`config.mk`:
```
export PLATFORM = sky130hd
export DESIGN_NAME = alu_issue_ctrl_flat
export DESIGN_NICKNAME = d
export VERILOG_FILES = /design/src/rtl/alu_issue_ctrl_if.sv /design/src/rtl/alu_issue_ctrl.sv /design/src/flat_wrapper.sv
export SDC_FILE = /design/constraint.sdc
export NUM_CORES = 1
export LEC_CHECK = 0
export BUFFER_PORTS_ARGS = -buffer_cell sky130_fd_sc_hd__buf_4
export CELL_PAD_IN_SITES_DETAIL_PLACEMENT = 1
export CELL_PAD_IN_SITES_GLOBAL_PLACEMENT = 2
export CORE_UTILIZATION = 26
export CTS_CLUSTER_SIZE = 8
export DETAILED_ROUTE_END_ITERATION = 8
export HOLD_SLACK_MARGIN = 0.05
export PLACE_DENSITY_LB_ADDON = 0.05
export SKIP_CTS_REPAIR_TIMING = 1
export SLEW_MARGIN = 0
export SYNTH_ARGS = -nofsm -noshare
export SYNTH_HDL_FRONTEND = slang
export SYNTH_SLANG_ARGS = --single-unit
```
`constraint.sdc`:
```
create_clock -name clk -period 6.5 [get_ports clk]
set_input_delay 0 -clock clk [delete_from_list [all_inputs] [get_ports clk]]
set_output_delay 0 -clock clk [all_outputs]
set_load 0.01 [all_outputs]
```
`src/rtl/alu_issue_ctrl_if.sv`:
```
// Bus bundle between the issue/writeback controller and its neighbours:
// the instruction source, the combinational vector ALU and the writeback sink.
// Big-endian bit numbering throughout ([0] is MSB).
interface alu_issue_ctrl_if;
  // instruction source
  logic        in_valid;
  logic        in_ready;
  logic [0:31] instr;
  logic [0:63] rA_data;
  logic [0:63] rB_data;
  // ALU drive / result
  logic [0:63] alu_rA;
  logic [0:63] alu_rB;
  logic [0:5]  alu_R_ins;
  logic [0:5]  alu_Op_code;
  logic [0:1]  alu_WW;
  logic [0:63] alu_result;
  // writeback
  logic        wb_valid;
  logic        wb_ready;
  logic [0:4]  wb_rd;
  logic [0:63] wb_data;
  logic        wb_err;

  // controller side
  modport master (
    input  in_valid, instr, rA_data, rB_data, alu_result, wb_ready,
    output in_ready, alu_rA, alu_rB, alu_R_ins, alu_Op_code, alu_WW,
           wb_valid, wb_rd, wb_data, wb_err
  );

  // environment side: source, ALU and writeback sink
  modport slave (
    output in_valid, instr, rA_data, rB_data, alu_result, wb_ready,
    input  in_ready, alu_rA, alu_rB, alu_R_ins, alu_Op_code, alu_WW,
           wb_valid, wb_rd, wb_data, wb_err
  );
endinterface

```
`src/rtl/alu_issue_ctrl.sv`:
```
// Issue and writeback controller for the vector ALU. Registers a decoded
// R-type instruction and its operands onto the ALU inputs, holds them for a
// multicycle window on slow ops, captures the ALU result and presents it on
// a valid/ready writeback handshake. One transaction in flight at a time.
module alu_issue_ctrl #(
  parameter int unsigned SLOW_CYCLES = 4,
  parameter logic [0:5]  ALU_OPCODE  = 6'b101010
) (
  input  logic           clk,
  input  logic           reset,
  alu_issue_ctrl_if.master bus
);

  localparam logic [3:0] HOLD_INIT = 4'(SLOW_CYCLES - 1);

  typedef enum logic [1:0] {IDLE, EXEC, HOLD, DONE} state_t;

  state_t     state;
  logic [3:0] cnt;
  logic       ill_q;

  logic [0:5] dec_op;
  logic [0:5] dec_rins;
  logic       dec_legal;
  logic       exec_slow;

  // Register-address fields and the spare bits are not used by this block.
  logic unused_fields;
  assign unused_fields = ^bus.instr[11:23];

  // Decode of the instruction on the input port and of the issued op.
  always_comb begin
    dec_op    = bus.instr[0:5];
    dec_rins  = bus.instr[26:31];
    dec_legal = (dec_op == ALU_OPCODE) && (dec_rins >= 6'd1) && (dec_rins <= 6'd18);
    exec_slow = (bus.alu_R_ins == 6'b001110) || (bus.alu_R_ins == 6'b001111) ||
                (bus.alu_R_ins == 6'b010010);
  end

  // Control FSM with all outputs registered.
  always_ff @(posedge clk or posedge reset) begin
    if (reset) begin
      state           <= IDLE;
      cnt             <= '0;
      ill_q           <= 1'b0;
      bus.in_ready    <= 1'b0;
      bus.alu_rA      <= '0;
      bus.alu_rB      <= '0;
      bus.alu_R_ins   <= '0;
      bus.alu_Op_code <= '0;
      bus.alu_WW      <= '0;
      bus.wb_valid    <= 1'b0;
      bus.wb_rd       <= '0;
      bus.wb_data     <= '0;
      bus.wb_err      <= 1'b0;
    end else begin
      case (state)
        IDLE: begin
          if (bus.in_valid && bus.in_ready) begin
            bus.in_ready <= 1'b0;
            bus.wb_rd    <= bus.instr[6:10];
            ill_q        <= !dec_legal;
            // Illegal ops leave the ALU inputs on the previous instruction.
            if (dec_legal) begin
              bus.alu_rA      <= bus.rA_data;
              bus.alu_rB      <= bus.rB_data;
              bus.alu_R_ins   <= dec_rins;
              bus.alu_Op_code <= dec_op;
              bus.alu_WW      <= bus.instr[24:25];
            end
            // Illegal ops also pass through EXEC (without using the ALU) so
            // their response arrives with the same one-cycle latency.
            state <= EXEC;
          end else begin
            bus.in_ready <= 1'b1;
          end
        end
        EXEC: begin
          if (ill_q) begin
            bus.wb_data  <= '0;
            bus.wb_err   <= 1'b1;
            bus.wb_valid <= 1'b1;
            state        <= DONE;
          end else if (exec_slow && (HOLD_INIT != 4'd0)) begin
            cnt   <= HOLD_INIT;
            state <= HOLD;
          end else begin
            bus.wb_data  <= bus.alu_result;
            bus.wb_valid <= 1'b1;
            state        <= DONE;
          end
        end
        HOLD: begin
          // Counter stepping 1 -> 0 marks the capture edge.
          if (cnt <= 4'd1) begin
            cnt          <= '0;
            bus.wb_data  <= bus.alu_result;
            bus.wb_valid <= 1'b1;
            state        <= DONE;
          end else begin
            cnt <= cnt - 4'd1;
          end
        end
        DONE: begin
          if (bus.wb_valid && bus.wb_ready) begin
            bus.wb_valid <= 1'b0;
            bus.wb_err   <= 1'b0;
            bus.in_ready <= 1'b1;
            state        <= IDLE;
          end
        end
        default: state <= IDLE;
      endcase
    end
  end

endmodule

```
`src/flat_wrapper.sv`:
```
// flat-port wrapper written by rule: the top's interface ports become plain ports
module alu_issue_ctrl_flat 
#(
  parameter int unsigned SLOW_CYCLES = 4,
  parameter logic [0:5]  ALU_OPCODE  = 6'b101010
)
  (clk, reset, bus_in_valid, bus_instr, bus_rA_data, bus_rB_data, bus_alu_result, bus_wb_ready, bus_in_ready, bus_alu_rA, bus_alu_rB, bus_alu_R_ins, bus_alu_Op_code, bus_alu_WW, bus_wb_valid, bus_wb_rd, bus_wb_data, bus_wb_err);
  alu_issue_ctrl_if bus_i ();
  input  logic clk;
  input  logic reset;
  input wire logic [$bits(bus_i.in_valid)-1:0] bus_in_valid;
  input wire logic [$bits(bus_i.instr)-1:0] bus_instr;
  input wire logic [$bits(bus_i.rA_data)-1:0] bus_rA_data;
  input wire logic [$bits(bus_i.rB_data)-1:0] bus_rB_data;
  input wire logic [$bits(bus_i.alu_result)-1:0] bus_alu_result;
  input wire logic [$bits(bus_i.wb_ready)-1:0] bus_wb_ready;
  output wire logic [$bits(bus_i.in_ready)-1:0] bus_in_ready;
  output wire logic [$bits(bus_i.alu_rA)-1:0] bus_alu_rA;
  output wire logic [$bits(bus_i.alu_rB)-1:0] bus_alu_rB;
  output wire logic [$bits(bus_i.alu_R_ins)-1:0] bus_alu_R_ins;
  output wire logic [$bits(bus_i.alu_Op_code)-1:0] bus_alu_Op_code;
  output wire logic [$bits(bus_i.alu_WW)-1:0] bus_alu_WW;
  output wire logic [$bits(bus_i.wb_valid)-1:0] bus_wb_valid;
  output wire logic [$bits(bus_i.wb_rd)-1:0] bus_wb_rd;
  output wire logic [$bits(bus_i.wb_data)-1:0] bus_wb_data;
  output wire logic [$bits(bus_i.wb_err)-1:0] bus_wb_err;
  assign bus_i.in_valid = bus_in_valid;
  assign bus_i.instr = bus_instr;
  assign bus_i.rA_data = bus_rA_data;
  assign bus_i.rB_data = bus_rB_data;
  assign bus_i.alu_result = bus_alu_result;
  assign bus_i.wb_ready = bus_wb_ready;
  assign bus_in_ready = bus_i.in_ready;
  assign bus_alu_rA = bus_i.alu_rA;
  assign bus_alu_rB = bus_i.alu_rB;
  assign bus_alu_R_ins = bus_i.alu_R_ins;
  assign bus_alu_Op_code = bus_i.alu_Op_code;
  assign bus_alu_WW = bus_i.alu_WW;
  assign bus_wb_valid = bus_i.wb_valid;
  assign bus_wb_rd = bus_i.wb_rd;
  assign bus_wb_data = bus_i.wb_data;
  assign bus_wb_err = bus_i.wb_err;
  alu_issue_ctrl #(.SLOW_CYCLES(SLOW_CYCLES), .ALU_OPCODE(ALU_OPCODE)) u_core (.clk(clk), .reset(reset), .bus(bus_i));
endmodule
```
==> results by group <==
Status
  • Status: finished clean

Final layout
  • Most frequent cells in the layout: 435 x buf_4, 221 x dfrtp_1, 207 x dlygate4sd3_1
  • Share of layout cells above drive strength 1: 0.420
  • Commonest non-fill, non-tap cell in the layout: buf_4
  • Final nets: 1,536
  • N_diodes: 0
  • Area Growth Syn to Fin: 73.4%

CTS
  • CTS Buffer Depth: 3
  • Clk pin slew, worst setup/hold paths: 50 ps
  • Num CTS Buffers: 31
  • Root Buffer: clkbuf_16
  • H-Tree Depth: 1
  • Clk_lat worst skew: 550 ps
  • CTS tree: yes
  • Clock sinks: 221

Logic synthesis
  • Sequential area share after synthesis: 0.621
  • Post-synth ARST share: 1.00
  • Number of synthesized register bits: 221
  • Share of the synthesized area in the top cell type: 0.621
  • Mapped Cells: 656
  • Dominant synthesized flop cell: dfrtp_1
  • Top post-synthesis cells by area: dfrtp_1 62%, mux2_2 9.1%, mux2_1 8.8%
  • Net Count, Synth: 890
  • Ys Warns: 0
  • Synthesized area: 8910 sq um
  • Distinct cell type count after synthesis: 36
  • Post-synth top area cell: dfrtp_1
  • Post-synth EDFFs: 0
  • Avg Cell Area, Syn: 13.6 sq um

Global routing
  • Total Routing Usage GR: 0.157
  • First-pass GRT wire length: 42,800 um
  • Initial antenna violation count: 0
  • Vias in the first global route: 6,966
  • GRT overflow: 0
  • Largest net degree at the start of global routing: 120

Critical path
  • Crit Path Max Fanout: 76
  • Worst Path Required: 6910 ps
  • Slowest cell on crit path: buf_4
  • CP Class: reg -> reg
  • Max stage delay on crit path: 800 ps
  • Crit path DAT: 3350 ps
  • CP Cell Sequence: inv_1, ha_1, nand3_1, nor3_4, buf_4, mux2_2
  • CP Capture Type: flip-flop
  • Critical Path Source Type: flip-flop

Timing
  • RSZ-0062 raised after global routing: false
  • Slew of the pin with the lowest slew margin: 1150 ps
  • Max Fclk: 340 MHz
  • Min cycle time layout: 2940 ps
  • Relative slew slack: 0.231
  • Worst Clk Skew: 13.0 ps
  • Final setup vio count: 0
  • Final Hold Viols: 0
  • Worst hold slack: 192 ps
  • Period utilisation layout: 0.452
  • TNS Setup: 0 ps
  • Max-slew violations: 0

Hold path
  • Hold Crit Class: in -> async

Pwr
  • Leakage: 8.14 nW
  • Pwr/cell area: 286 nW/um^2
  • Peak supply drop: 336 uV
  • Total power: 4.41 mW

Placement
  • Placer Congestion: 0.732
  • # port buffers: 428
  • Post-DP HPWL: 20,100 um

Die
  • Cell Rows: 67
  • Core box area: 33,600 sq um
  • Die outline height: 187 um
  • Io pins: 442
  • Die X: 187 um
  • Initial Utilization: 0.265
  • DIE AREA: 35,000 sq um

Routing
  • Via count: 7,336
  • Final ANT Viol Nets: 0
  • Post-Route WL: 29,700 um
  • Via/cell ratio: 4.19
  • Drt wl/cell: 17.0 um
  • DRT Pass-1 Iters: 4
  • Drt first-iter violations: 105
  • DRC: 0

Run
  • Max Cap Viol: 0
registers in the layout (all words and copies together) (netlist names), 2 cells and up:
signal and count:
u_core.bus.wb_rd 5, u_core.bus.alu_Op_code 6, u_core.bus.alu_WW 2, u_core.bus.alu_rB 64, u_core.state 2, u_core.bus.wb_data 64
u_core.cnt 4, u_core.bus.alu_R_ins 6, u_core.bus.alu_rA 64
worst paths after layout:
path,start,to,slack [ps],cells past startpoint
setup / recovery,u_core.state[0],u_core.bus.alu_rA[55],3560,6
setup reg to reg,u_core.state[0],u_core.bus.alu_rA[55],3560,6
max in group asynchronous,reset,u_core.bus.alu_rA[18],4880,4
hold reg to reg,u_core.bus.alu_Op_code[4],u_core.bus.alu_Op_code[4],480,1
hold / removal,reset,u_core.bus.alu_rB[13],190,3
min in group clk,bus_rA_data[29],u_core.bus.alu_rA[34],220,3
Yosys cell counts, drive strengths merged, types with 5 or more instances:
| cell type | n |
|---|---|
| buf | 21 |
| ha | 6 |
| mux2 | 142 |
| o21ai | 5 |
| clkbuf | 8 |
| inv | 74 |
| nor3 | 5 |
| nand2 | 68 |
| mux2i | 65 |
| dfrtp | 221 |
| nand3 | 5 |
critical path, delay by kind of cell, from the launching register on:
kind          cells  cell delay, ps
fa+ha+maj         1             270
simple gates      2             670
flops             1             430
buf+inv           2             930
mux               1             420
cell families after synthesis:
family	share of synthesized area
buf+inv	0.0520
simple gates	0.0490
fa+ha+maj	0.00843
flops	0.621
mux	0.252
compound gates	0.0174
cell type report:
type | instances | area (sq um)
clock buffer | 33 | 793
timing repair buffer | 642 | 5340
sequential | 221 | 5530
clock inverter | 1 | 8.76
multi-input combinational | 332 | 2940
inverter | 74 | 285
tap | 448 | 561
fill | 3603 | 18200
routing by layer:
layer | track usage | part of all wire
met1 | 0.190 | 0.41
met5 | 0 | 0
met4 | 0.0287 | 0.011
met2 | 0.261 | 0.49
met3 | 0.0649 | 0.085
metrics by stage:
step / util / worst slack [ps] / instances / cell area (sq um)
after floorplan: - / 451 / 656 / 8910
after global placement: 0.374 / 3500 / 1510 / 12600
after detailed placement: 0.374 / 3550 / 1510 / 12600
after CTS: 0.398 / 3510 / 1544 / 13400
after global routing: 0.460 / 3340 / 1751 / 15500
final: 0.460 / 3560 / 1751 / 15500
where the power goes:
group | total (mW) | switching [mW] | internal [mW]
clock | 1.42 | 0.577 | 0.842
sequential | 1.61 | 0.0818 | 1.53
combinational | 1.39 | 0.691 | 0.694
(Power assumes the default switching activity.)
